### config.mk
export PLATFORM = sky130hd
export DESIGN_NAME = mem_port_arbiter
export DESIGN_NICKNAME = d
export VERILOG_FILES = /design/src/rtl/mem_port_arbiter.sv
export SDC_FILE = /design/constraint.sdc
export NUM_CORES = 1
export LEC_CHECK = 0
export ABC_AREA = 1
export BUFFER_PORTS_ARGS = -buffer_cell sky130_fd_sc_hd__buf_2
export CELL_PAD_IN_SITES_DETAIL_PLACEMENT = 1
export CELL_PAD_IN_SITES_GLOBAL_PLACEMENT = 1
export CORE_ASPECT_RATIO = 0.9
export CORE_UTILIZATION = 28
export DETAILED_ROUTE_END_ITERATION = 10
export GPL_ROUTABILITY_DRIVEN = 1
export PLACE_DENSITY = 0.84
export SYNTH_ARGS = -nofsm -noshare
export SYNTH_HDL_FRONTEND = slang
export SYNTH_SLANG_ARGS = --single-unit
### constraint.sdc
create_clock -name clk -period 1.7 [get_ports clk]
set_input_delay 0.085 -clock clk [delete_from_list [all_inputs] [get_ports clk]]
set_output_delay 0.085 -clock clk [all_outputs]
set_load 0.01 [all_outputs]
### src/rtl/mem_port_arbiter.sv
// Single-ported memory arbiter between the fetch (I) and load/store (D) ports; one transaction
// outstanding at a time. Define MEM_ARB_ROUND_ROBIN_EN for round-robin instead of D-over-I priority.
module mem_port_arbiter #(
  parameter int unsigned STARVE_LIMIT = 4
) (
  input  logic        clk,
  input  logic        rstn,
  input  logic        i_req_valid,
  output logic        i_req_ready,
  input  logic [31:0] i_req_addr,
  input  logic        i_flush,
  output logic        i_rsp_valid,
  output logic [31:0] i_rsp_data,
  input  logic        d_req_valid,
  output logic        d_req_ready,
  input  logic [31:0] d_req_addr,
  input  logic        d_req_we,
  input  logic [31:0] d_req_wdata,
  input  logic [3:0]  d_req_wstrb,
  output logic        d_rsp_valid,
  output logic [31:0] d_rsp_data,
  output logic        mem_req_valid,
  input  logic        mem_req_ready,
  output logic [31:0] mem_req_addr,
  output logic        mem_req_we,
  output logic [31:0] mem_req_wdata,
  output logic [3:0]  mem_req_wstrb,
  input  logic        mem_rsp_valid,
  input  logic [31:0] mem_rsp_data
);

  localparam logic [1:0] StIdle  = 2'd0;
  localparam logic [1:0] StIssue = 2'd1;
  localparam logic [1:0] StWait  = 2'd2;

  localparam logic OwnD = 1'b0;
  localparam logic OwnI = 1'b1;

  logic [1:0]  state_q, state_d;
  logic        owner_q, owner_d;
  logic        kill_q, kill_d;
  logic [31:0] addr_q, addr_d;
  logic        we_q, we_d;
  logic [31:0] wdata_q, wdata_d;
  logic [3:0]  wstrb_q, wstrb_d;

  logic grant_i, grant_d;
  logic i_hs, d_hs;
  logic rsp_fire;

`ifdef MEM_ARB_ROUND_ROBIN_EN
  logic last_q, last_d;

  // On a tie, the port that did not win last time goes first.
  always_comb begin
    grant_i = i_req_valid;
    grant_d = d_req_valid;
    if (i_req_valid && d_req_valid) begin
      grant_i = (last_q == OwnD);
      grant_d = (last_q == OwnI);
    end
  end

  always_comb begin
    last_d = last_q;
    if (i_hs) last_d = OwnI;
    else if (d_hs) last_d = OwnD;
  end

  always_ff @(posedge clk) begin
    if (!rstn) last_q <= OwnD;
    else       last_q <= last_d;
  end
`else
  logic [3:0] starve_q, starve_d;
  logic       starve_hit;

  assign starve_hit = (32'(starve_q) >= STARVE_LIMIT);
  assign grant_i    = i_req_valid && (!d_req_valid || starve_hit);
  assign grant_d    = d_req_valid && !grant_i;

  // Counts D wins that left a fetch waiting; saturates rather than wrapping.
  always_comb begin
    starve_d = starve_q;
    if (i_hs) starve_d = 4'd0;
    else if (d_hs && i_req_valid && (starve_q != 4'hf)) starve_d = starve_q + 4'd1;
  end

  always_ff @(posedge clk) begin
    if (!rstn) starve_q <= 4'd0;
    else       starve_q <= starve_d;
  end
`endif

  assign i_hs = (state_q == StIdle) && grant_i;
  assign d_hs = (state_q == StIdle) && grant_d;

  always_comb begin
    state_d = state_q;
    owner_d = owner_q;
    kill_d  = kill_q;
    addr_d  = addr_q;
    we_d    = we_q;
    wdata_d = wdata_q;
    wstrb_d = wstrb_q;
    case (state_q)
      StIdle: begin
        if (i_hs) begin
          owner_d = OwnI;
          addr_d  = i_req_addr;
          we_d    = 1'b0;
          wdata_d = 32'd0;
          wstrb_d = 4'd0;
          kill_d  = 1'b0;
          state_d = StIssue;
        end else if (d_hs) begin
          owner_d = OwnD;
          addr_d  = d_req_addr;
          we_d    = d_req_we;
          wdata_d = d_req_wdata;
          wstrb_d = d_req_we ? d_req_wstrb : 4'd0;
          kill_d  = 1'b0;
          state_d = StIssue;
        end
      end
      StIssue: if (mem_req_ready) state_d = StWait;
      StWait:  if (mem_rsp_valid) state_d = StIdle;
      default: state_d = StIdle;
    endcase
    // A redirect orphans the outstanding fetch; its response is still consumed later.
    if ((state_q == StIssue || state_q == StWait) && owner_q == OwnI && i_flush) kill_d = 1'b1;
  end

  always_ff @(posedge clk) begin
    if (!rstn) begin
      state_q <= StIdle;
      owner_q <= OwnD;
      kill_q  <= 1'b0;
      addr_q  <= 32'd0;
      we_q    <= 1'b0;
      wdata_q <= 32'd0;
      wstrb_q <= 4'd0;
    end else begin
      state_q <= state_d;
      owner_q <= owner_d;
      kill_q  <= kill_d;
      addr_q  <= addr_d;
      we_q    <= we_d;
      wdata_q <= wdata_d;
      wstrb_q <= wstrb_d;
    end
  end

  assign rsp_fire = rstn && (state_q == StWait) && mem_rsp_valid;

  assign i_req_ready   = rstn && i_hs;
  assign d_req_ready   = rstn && d_hs;
  assign mem_req_valid = rstn && (state_q == StIssue);
  assign mem_req_addr  = rstn ? addr_q : 32'd0;
  assign mem_req_we    = rstn && we_q;
  assign mem_req_wdata = rstn ? wdata_q : 32'd0;
  assign mem_req_wstrb = rstn ? wstrb_q : 4'd0;

  // A flush coinciding with the response also suppresses it.
  assign i_rsp_valid = rsp_fire && (owner_q == OwnI) && !kill_q && !i_flush;
  assign d_rsp_valid = rsp_fire && (owner_q == OwnD);
  assign i_rsp_data  = rstn ? mem_rsp_data : 32'd0;
  assign d_rsp_data  = rstn ? mem_rsp_data : 32'd0;

endmodule

==> results of run 1 <==
==> layout by cell type (no fill, tap or decap) <==
cell type / synthesis / final
diode_2: 0 / 5
nand3_2: 1 / 1
nand3_1: 39 / 39
clkinv_2: 0 / 1
nor4_1: 1 / 1
clkbuf_16: 0 / 9
inv_6: 0 / 1
o21ai_1: 23 / 23
clkinvlp_4: 0 / 1
o21ai_0: 2 / 2
a21oi_1: 17 / 17
o21a_1: 32 / 32
ha_4: 0 / 1
nor2_2: 0 / 1
nor2_1: 5 / 4
buf_12: 0 / 3
buf_2: 13 / 276
buf_4: 33 / 18
nand2_1: 229 / 229
nand4_1: 33 / 33
nand2_2: 3 / 2
dlygate4sd3_1: 0 / 35
nand2_4: 0 / 1
bufinv_16: 0 / 2
dfxtp_1: 77 / 77
inv_2: 2 / 4
clkinv_4: 0 / 2
nor2_4: 0 / 1
o21ai_4: 1 / 1
nor2_8: 1 / 1
ha_1: 5 / 4
inv_1: 144 / 142
==> where the power goes <==
group | leakage [nW] | switching, mW | total, mW | internal (mW)
Clock | 0.156 | 0.831 | 2.12 | 1.29
Combinational | 3.43 | 1.95 | 3.25 | 1.30
Sequential | 0.633 | 0.202 | 2.43 | 2.23
==> layer usage <==
metal,track usage (%),up-vias
li1,-,2603
met1,21.9,2410
met2,38.3,197
met3,6.35,32
met4,9.83,2
met5,0,-
==> sequential cells by signal (all words and copies together) (netlist names) <==
register / count
addr_q: 32
state_q: 2
kill_q: 1
wdata_q: 32
we_q: 1
wstrb_q: 4
starve_q: 4
owner_q: 1
==> worst max-delay path, delay by kind of cell (launching register included) <==
family	cells	cell delay, ns
simple gates	3	0.31
flops	1	0.34
buf+inv	3	0.33
fa+ha+maj	1	0.19
==> path summary, 6_finish.rpt <==
kind / slack, ns / start / depth (start not counted) / to
worst min register to register: 0.43 / starve_q[3] / 2 / starve_q[3]
worst max register to register: 0.17 / state_q[0] / 7 / wdata_q[13]
worst min-delay path: 0.01 / d_req_wdata[23] / 3 / wdata_q[23]
worst max-delay path: 0.11 / state_q[0] / 7 / d_req_ready
==> kinds of logic (layout without fill, tap and decap cells) <==
group | count (synthesis) | count (layout) | synth area share [%]
compound gates | 75 | 75 | 10.6
simple gates | 312 | 313 | 30.3
buf+inv | 221 | 494 | 22.7
flops | 77 | 77 | 35.0
other cells | 0 | 5 | 0
fa+ha+maj | 5 | 5 | 1.42
==> repair_timing <==
| item | in CTS | in global routing |
|---|---|---|
| cloned | 1 | 0 |
| hold buffers | 35 | 0 |
| resized for setup | 2 | 3 |
| pin swaps | 1 | 1 |
| setup buffers | 1 | 1 |
| endpoints found under the setup margin | 2 | 7 |
| hold endpoints to repair | 35 | 0 |
==> cell type report <==
| cell class | instances | area, um^2 |
|---|---|---|
| Fill cell | 2060 | 8890 |
| Timing Repair Buffer | 332 | 1930 |
| Multi-Input combinational cell | 393 | 1900 |
| Sequential cell | 77 | 1540 |
| Inverter | 146 | 548 |
| Tap cell | 202 | 253 |
| Clock buffer | 9 | 225 |
| Clock inverter | 7 | 98.8 |
| Antenna cell | 5 | 12.5 |
==> per-stage QoR <==
stage | util [%] | cells | hold WS, ns
3_3_place_gp | 37.5 | 1112 | 0.295
4_1_cts | 42.1 | 1165 | 0.00242
6_report | 42.3 | 1171 | 0.0125
3_5_place_dp | 37.5 | 1112 | 0.300
5_1_grt | 42.2 | 1170 | 0.0130
2_1_floorplan | - | 690 | 0.204
==> run summary, run 1 <==
# H-tree levels = 3
most numerous cell in the Yosys netlist = nand2_1
DR vias/cell = 4.48
Nets = 1104
Mapped Cells = 690
Hold Fails Final Rpt = 0
Post-route DRC = 0
Worst VDD drop = 0.611 mV
met2 wire length = 8350 um
CP max stage delay = 0.34 ns
Die ar. = 0.0162 mm^2
clock root cell = clkbuf_16
Seq cells post-synth = 77
Post-Place Setup Slack = 0.0565 ns
Static Leakage = 4.22 nW
Die H = 121 um
Least-Margin Pin Slew = 0.471 ns
initial antenna violation count = 6
initial core utilization = 28.6%
Worst Skew = 0.00907 ns
Pwr Density = 1200 mW/mm^2
final number of setup-violating endpoints = 0
critical path type = reg2out
Hold Crit Class = in2reg
smallest setup slack after layout = 0.110 ns
Rows = 43
syn_area_per_cell = 6.38 um^2
max-slew violation count = 0
fin crit period = 1.59 ns
CP max FO = 6
CP cell instances = inv_2, ha_4, nand2_2, inv_2, nand2_4, nor2_8, buf_2
Max Freq = 629 MHz
layout cells sized above 1 = 33.8%
vias in the first global route = 5268
drt pass-1 iters = 4
status = finished, final reports clean
max cap viols = 0
I/O Pins = 278
Port Buffer Count = 277
EDFF count, synth = 0
post-synthesis cell area = 0.00441 mm^2
clock net sink count = 77
worst-case clock buffer depth = 2
Worst EP arrival = 1.50 ns
Synth area leaders = dfxtp_1, nand2_1, inv_1
Post-synth top cells = nand2_1, inv_1, dfxtp_1
Synth cell types = 22
unrepaired setup endpoints after global routing = no
M1 wire length = 6560 um
largest net degree at the start of global routing = 61
area leader, netlist = dfxtp_1
Tcrit/Tclk final = 93.5%
first-pass GRT wire length = 26300 um
Total GRT Usage = 20.9%
Tot Pwr = 7.81 mW
total CTS buffers = 9
core area = 0.0154 mm^2
TNS Setup = 0 ns
CP max stage cell = dfxtp_1
Post-synth ARST share = 0%
Synth top area share = 35.0%
Die X = 134 um
GP Congestion = 0.812
routed via count = 5244
drt initial violations = 180
Post-Syn Nets = 835
WL final = 16800 um
top sig layer = met5
ANT nets after route = 0
Routed wire per std cell = 14.3 um
synth warn = 0
most used cell, CP = inv_2
Slew HR = 68.5%
CP endpoint kind = primary output
Setup crit start kind = flip-flop
worst skew pair latency = 0.34 ns
design area = 0.00650 mm^2
detailed route wirelength on metal3 = 1360 um
dominant synthesized flop cell = dfxtp_1
global route overflow = 0
CTS tree = built
clock slew at reported path FFs = 0.06 ns
CP required = 1.62 ns
Post-Place Cell Area = 0.00577 mm^2
sequential share of the synthesized area = 35.0%
area grow syn2layout = 47.6%
Post-DP HPWL = 11900 um
Power figures use the tool's default switching activity.
==> run 2, diff against run 1 <==
==> config.mk (replaced) <==
export PLATFORM = sky130hd
export DESIGN_NAME = mem_port_arbiter
export DESIGN_NICKNAME = d
export VERILOG_FILES = /design/src/rtl/mem_port_arbiter.sv
export SDC_FILE = /design/constraint.sdc
export NUM_CORES = 1
export LEC_CHECK = 0
export ABC_AREA = 1
export BUFFER_PORTS_ARGS = -buffer_cell sky130_fd_sc_hd__buf_2
export CORE_AREA = 2 2 108 110
export DETAILED_ROUTE_END_ITERATION = 10
export DIE_AREA = 0 0 110 112
export GPL_ROUTABILITY_DRIVEN = 1
export PLACE_DENSITY = 0.78
export SYNTH_ARGS = -nofsm -noshare
export SYNTH_HDL_FRONTEND = slang
export SYNTH_SLANG_ARGS = --single-unit
==> run 2 against run 1 <==
  * Sequential cell count is the same
  * Fmax fell by 0.32%
  * Hold slack lost 0.0044 ns
  * Via count fell by 4.5%
  * Core utilization grew 14 points
  * Routed wire length decreased by 17%
  * Register-to-register slack better by 0.02 ns
==> run summary, run 2 (synthesis gave the netlist of run 1 again) <==
Top Registers = addr_q (32), wdata_q (32) (unchanged)
Post-DP HPWL = 10100 um (was 11900 um)
Rows = 39 (was 43)
drt pass-1 iters = 5 (was 4)
Post-Layout Cell Count = 1091 (was 1171)
Routed wire per std cell = 12.8 um (was 14.3 um)
Slew HR = 68.5% (about the same)
Worst VDD drop = 0.801 mV (was 0.611 mV)
CP max stage cell = dfxtp_1 (unchanged)
clock slew at reported path FFs = 0.06 ns (about the same)
clock root cell = clkbuf_16 (unchanged)
Post-route DRC = 0 (unchanged)
Port Buffer Count = 277 (unchanged)
max-slew violation count = 0 (unchanged)
CP required = 1.62 ns (about the same)
Die ar. = 0.0123 mm^2 (was 0.0162 mm^2)
fin crit period = 1.60 ns (was 1.59 ns)
CP endpoint kind = primary output (unchanged)
Worst EP arrival = 1.51 ns (was 1.50 ns)
Die H = 112 um (was 121 um)
Hold Fails Final Rpt = 0 (unchanged)
unrepaired setup endpoints after global routing = no (unchanged)
Tcrit/Tclk final = 93.8% (was 93.5%)
Setup crit start kind = flip-flop (unchanged)
Static Leakage = 4.16 nW (was 4.22 nW)
smallest setup slack after layout = 0.105 ns (was 0.110 ns)
Post-Place Setup Slack = 0.0278 ns (was 0.0565 ns)
Nets = 1088 (was 1104)
largest net degree at the start of global routing = 76 (was 61)
Pwr Density = 1210 mW/mm^2 (was 1200 mW/mm^2)
initial antenna violation count = 0 (was 6)
TNS Setup = 0 ns (unchanged)
Final Util = 56.3% (was 42.3%)
critical path type = reg2out (unchanged)
core area = 0.0112 mm^2 (was 0.0154 mm^2)
initial core utilization = 39.4% (was 28.6%)
CP cell instances = inv_2, ha_4, nand2_2, inv_2, nand2_2, nor2_8, buf_2 (was inv_2, ha_4, nand2_2, inv_2, nand2_4, nor2_8, buf_2)
total CTS buffers = 9 (unchanged)
ANT nets after route = 0 (unchanged)
CP max FO = 7 (was 6)
most common cell after layout, fill and taps aside = buf_2 (unchanged)
fillers = 1070 (was 2060)
Worst Skew = 0.00649 ns (was 0.00907 ns)
final number of setup-violating endpoints = 0 (unchanged)
first-pass GRT wire length = 21400 um (was 26300 um)
CTS tree = built (unchanged)
clock net sink count = 77 (unchanged)
drt initial violations = 244 (was 180)
Die X = 110 um (was 134 um)
Least-Margin Pin Slew = 0.472 ns (was 0.471 ns)
worst skew pair latency = 0.33 ns (was 0.34 ns)
GP Congestion = 0.835 (was 0.812)
worst hold margin = 0.00807 ns (was 0.0125 ns)
WL final = 14000 um (was 16800 um)
routed via count = 5010 (was 5244)
area grow syn2layout = 42.9% (was 47.6%)
worst-case clock buffer depth = 2 (unchanged)
CP max stage delay = 0.33 ns (was 0.34 ns)
max cap viols = 0 (unchanged)
Max Freq = 627 MHz (was 629 MHz)
Hold Crit Class = in2reg (unchanged)
I/O Pins = 278 (unchanged)
# H-tree levels = 3 (unchanged)
commonest cells after routing, fill and taps aside = buf_2, nand2_1, inv_1 (unchanged)
DR vias/cell = 4.59 (was 4.48)
vias in the first global route = 4486 (was 5268)
DP Cell Count = 1047 (was 1112)
Total GRT Usage = 22.3% (was 20.9%)
layout cells sized above 1 = 33.6% (was 33.8%)
status = finished, final reports clean (unchanged)
Antenna diodes = 0 (was 5)
global route overflow = 0 (unchanged)
==> run 2: cell types whose count changed in the layout (fill, tap and decap cells not counted), sizes merged <==
cell,change
dlygate4sd3,-9
diode,-5
buf,-7
==> run 2: what timing repair did <==
| item | CTS | global route |
|---|---|---|
| hold buffers | 26 | 0 |
| endpoints found under the hold margin | 26 | 0 |
| pin swaps | 1 | 1 |
| resized for setup | 2 | 3 |
| gates cloned | 1 | 0 |
| setup endpoints to repair | 2 | 2 |
| setup buffers | 1 | 0 |
==> run 2: worst paths after layout <==
| check | start | endpoint | slack, ns | cells after the start |
|---|---|---|---|---|
| setup / recovery | state_q[1] | d_req_ready | 0.10 | 7 |
| setup reg to reg | state_q[1] | wdata_q[8] | 0.19 | 8 |
| hold / removal | d_req_wdata[23] | wdata_q[23] | 0.008 | 3 |
| hold reg to reg | starve_q[3] | starve_q[3] | 0.43 | 2 |
==> run 2: final cells by class <==
cell class                 count  area (um^2)  share of cell area, %
timing repair buffer         316         1810                   28.7
multi-input combinational    393         1890                   30.1
clock inverter                 7         98.8                   1.57
inverter                     146          548                   8.70
sequential                    77         1540                   24.5
tap                          143          179                   2.84
clock buffer                   9          225                   3.58
==> run 2: stage by stage <==
| step | cell area (um^2) | power (mW) |
|---|---|---|
| after CTS | 6290 | 7.64 |
| after global placement | 5670 | 5.39 |
| final | 6300 | 7.60 |
| after detailed placement | 5670 | 5.44 |
| after floorplan | 4410 | 4.51 |
| after global routing | 6300 | 8.13 |
==> run 2: worst max-delay path: cells and delay by family, from the launching register on <==
kind	cells	cell delay [ns]
AND/OR/NAND/NOR	3	0.35
flip-flops	1	0.33
buffers and inverters	3	0.31
adder cells (fa/ha/maj)	1	0.19
==> run 2: power by group <==
group / internal (mW) / switching (mW)
Clock: 1.29 / 0.777
Sequential: 2.23 / 0.195
Combinational: 1.24 / 1.86
Total: 4.77 / 2.83
==> run 2: routing by layer <==
metal	up-vias	share of wire [%]	GRT usage, %
met2	235	50	40.3
met5	-	0	0
met4	0	2.3	7.51
met3	22	8.4	5.21
li1	2561	-	-
met1	2192	39	25.1
==> run 3, diff against run 2 <==
==> config.mk (replaced) <==
export PLATFORM = sky130hd
export DESIGN_NAME = mem_port_arbiter
export DESIGN_NICKNAME = d
export VERILOG_FILES = /design/src/rtl/mem_port_arbiter.sv
export SDC_FILE = /design/constraint.sdc
export NUM_CORES = 1
export LEC_CHECK = 0
export ABC_AREA = 1
export CORE_AREA = 2 2 109 111
export DETAILED_ROUTE_END_ITERATION = 10
export DIE_AREA = 0 0 111 113
export DONT_BUFFER_PORTS = 1
export GPL_ROUTABILITY_DRIVEN = 1
export PLACE_DENSITY = 0.56
export SYNTH_ARGS = -nofsm -noshare
export SYNTH_HDL_FRONTEND = slang
export SYNTH_SLANG_ARGS = --single-unit
==> run 3 against run 2 <==
  * Register-to-register slack got worse by 0.05 ns
  * Total power shrank 5.0%
  * Sequential cell count unchanged
  * Count of clock-buffer cells in the layout increased by 1
  * Clock power down 6%
  * Die area increased by 1.8%
  * Global-route usage decreased by 0.90 points
  * First-iteration DRC count fell by 23%
  * Cell count down 20%
==> run summary, run 3 (synthesis gave the netlist of run 1 again) <==
status = finished, final reports clean (unchanged)
Final Util = 48.4% (was 56.3%)
max cap viols = 0 (unchanged)
design area = 0.00545 mm^2 (was 0.00630 mm^2)
Worst VDD drop = 0.667 mV (was 0.801 mV)
Rows = 39 (unchanged)
CP endpoint kind = primary output (unchanged)
Static Leakage = 3.15 nW (was 4.16 nW)
Routed wire per std cell = 15.8 um (was 12.8 um)
Die H = 113 um (was 112 um)
max-slew violation count = 0 (unchanged)
R2R cell count = 6 (was 8)
commonest cells after routing, fill and taps aside = nand2_1, inv_1, dlygate4sd3_1 (was buf_2, nand2_1, inv_1)
Setup crit start kind = flip-flop (unchanged)
Reg2Reg Setup Slack = 0.14 ns (was 0.19 ns)
# H-tree levels = 3 (unchanged)
Slew HR = 68.5% (about the same)
WL final = 13800 um (was 14000 um)
fin crit period = 1.61 ns (was 1.60 ns)
ANT nets after route = 0 (unchanged)
Total GRT Usage = 21.4% (was 22.3%)
clock root cell = clkbuf_16 (unchanged)
Hold Crit Class = in2reg (unchanged)
Antenna diodes = 0 (unchanged)
Worst Skew = 0.00576 ns (was 0.00649 ns)
Post-route DRC = 0 (unchanged)
smallest setup slack after layout = 0.0872 ns (was 0.105 ns)
initial antenna violation count = 0 (unchanged)
DR vias/cell = 4.99 (was 4.59)
worst-case clock buffer depth = 2 (unchanged)
most common cell after layout, fill and taps aside = nand2_1 (was buf_2)
Post-DP HPWL = 8980 um (was 10100 um)
Post-Layout Cell Count = 874 (was 1091)
FF-to-FF End = wstrb_q[3] (was wdata_q[8])
TNS Setup = 0 ns (unchanged)
worst hold margin = 0.00976 ns (was 0.00807 ns)
GP Congestion = 0.864 (was 0.835)
routed via count = 4359 (was 5010)
drt initial violations = 187 (was 244)
Max Freq = 620 MHz (was 627 MHz)
vias in the first global route = 4355 (was 4486)
unrepaired setup endpoints after global routing = no (unchanged)
Pwr Density = 1320 mW/mm^2 (was 1210 mW/mm^2)
final number of setup-violating endpoints = 0 (unchanged)
core area = 0.0113 mm^2 (was 0.0112 mm^2)
Top Registers = addr_q (32), wdata_q (32) (unchanged)
Tcrit/Tclk final = 94.9% (was 93.8%)
Post-Place Setup Slack = 0.0501 ns (was 0.0278 ns)
fillers = 1125 (was 1070)
reg-to-reg startpoint = state_q[0] (was state_q[1])
area grow syn2layout = 23.7% (was 42.9%)
I/O Pins = 278 (unchanged)
hold_sp = i_req_addr[29] (was d_req_wdata[23])
global route overflow = 0 (unchanged)
initial core utilization = 39.1% (was 39.4%)
Port Buffer Count = 0 (was 277)
layout cells sized above 1 = 6.16% (was 33.6%)
total CTS buffers = 9 (unchanged)
Worst EP arrival = 1.53 ns (was 1.51 ns)
Die X = 111 um (was 110 um)
critical path type = reg2out (unchanged)
CP max FO = 6 (was 7)
Least-Margin Pin Slew = 0.471 ns (was 0.472 ns)
Hold Crit Endpoint = addr_q[29] (was wdata_q[23])
CTS tree = built (unchanged)
clock net sink count = 77 (unchanged)
Nets = 871 (was 1088)
Post-Place Cell Area = 0.00426 mm^2 (was 0.00567 mm^2)
largest net degree at the start of global routing = 84 (was 76)
Hold Path Cell Cnt = 4 (was 3)
drt pass-1 iters = 6 (was 5)
DP Cell Count = 771 (was 1047)
CP required = 1.62 ns (about the same)
clock slew at reported path FFs = 0.06 ns (about the same)
worst skew pair latency = 0.34 ns (was 0.33 ns)
Die ar. = 0.0125 mm^2 (was 0.0123 mm^2)
Hold Fails Final Rpt = 0 (unchanged)
first-pass GRT wire length = 21400 um (about the same)
Tot Pwr = 7.22 mW (was 7.60 mW)
-- run 3: cell types whose count changed in the layout (fill, tap and decap cells not counted), sizes merged --
cell	previous run	this run
inv	147	146
clkbuf	9	10
clkinv	3	5
bufinv	2	1
dlygate4sd3	26	82
buf	290	17
clkinvlp	1	0
-- run 3: power by group --
group,switching (mW),total [mW],internal [mW],leakage [nW]
registers,0.200,2.43,2.23,0.633
clock network,0.768,1.94,1.17,0.152
logic,1.77,2.85,1.07,2.37
total,2.74,7.22,4.48,3.15
-- run 3: repair_timing --
action	4_1_cts	5_1_grt
endpoints found under the setup margin	2	9
hold buffers	83	0
gates resized for setup	2	2
pin swaps	1	2
cloned	1	0
buffers inserted	1	2
endpoints found under the hold margin	71	0
-- run 3: worst max path at each step --
stage | from | endpoint | slack (ns) | cells past startpoint
after floorplan | state_q[0] | wstrb_q[0] | 0.28 | 10
after global placement | state_q[0] | wstrb_q[1] | 0.12 | 8
after detailed placement | state_q[0] | addr_q[26] | 0.05 | 8
after CTS | state_q[0] | d_req_ready | 0.004 | 7
after global routing | state_q[0] | d_req_ready | 0.0004 | 7
final | state_q[1] | d_req_ready | 0.09 | 7
-- run 3: area by class of cell --
class | instances | area [um^2] | share of cell area [%]
inverters | 146 | 548 | 10.1
flip-flops and latches | 77 | 1540 | 28.3
multi-input cells | 393 | 1890 | 34.6
repair buffers | 99 | 993 | 18.2
well taps | 143 | 179 | 3.28
clock inverters | 6 | 62.6 | 1.15
clock buffers | 10 | 239 | 4.38
-- run 3: routing by layer --
metal,routed length (um),share of wire (%),up-vias,global-route usage (%)
li1,-,-,2127,-
met1,5410,39,1980,23.6
met2,7000,51,218,38.2
met3,879,6.3,34,4.50
met4,559,4.0,0,12.2
met5,0,0,-,0
-- run 3: critical path, cell delays in order (launching register included) --
cell and delay (ns):
dfxtp_1 0.33, inv_2 0.10, ha_4 0.19, nand2_2 0.07
inv_2 0.06, nand2_2 0.13, nor2_8 0.17, buf_4 0.14
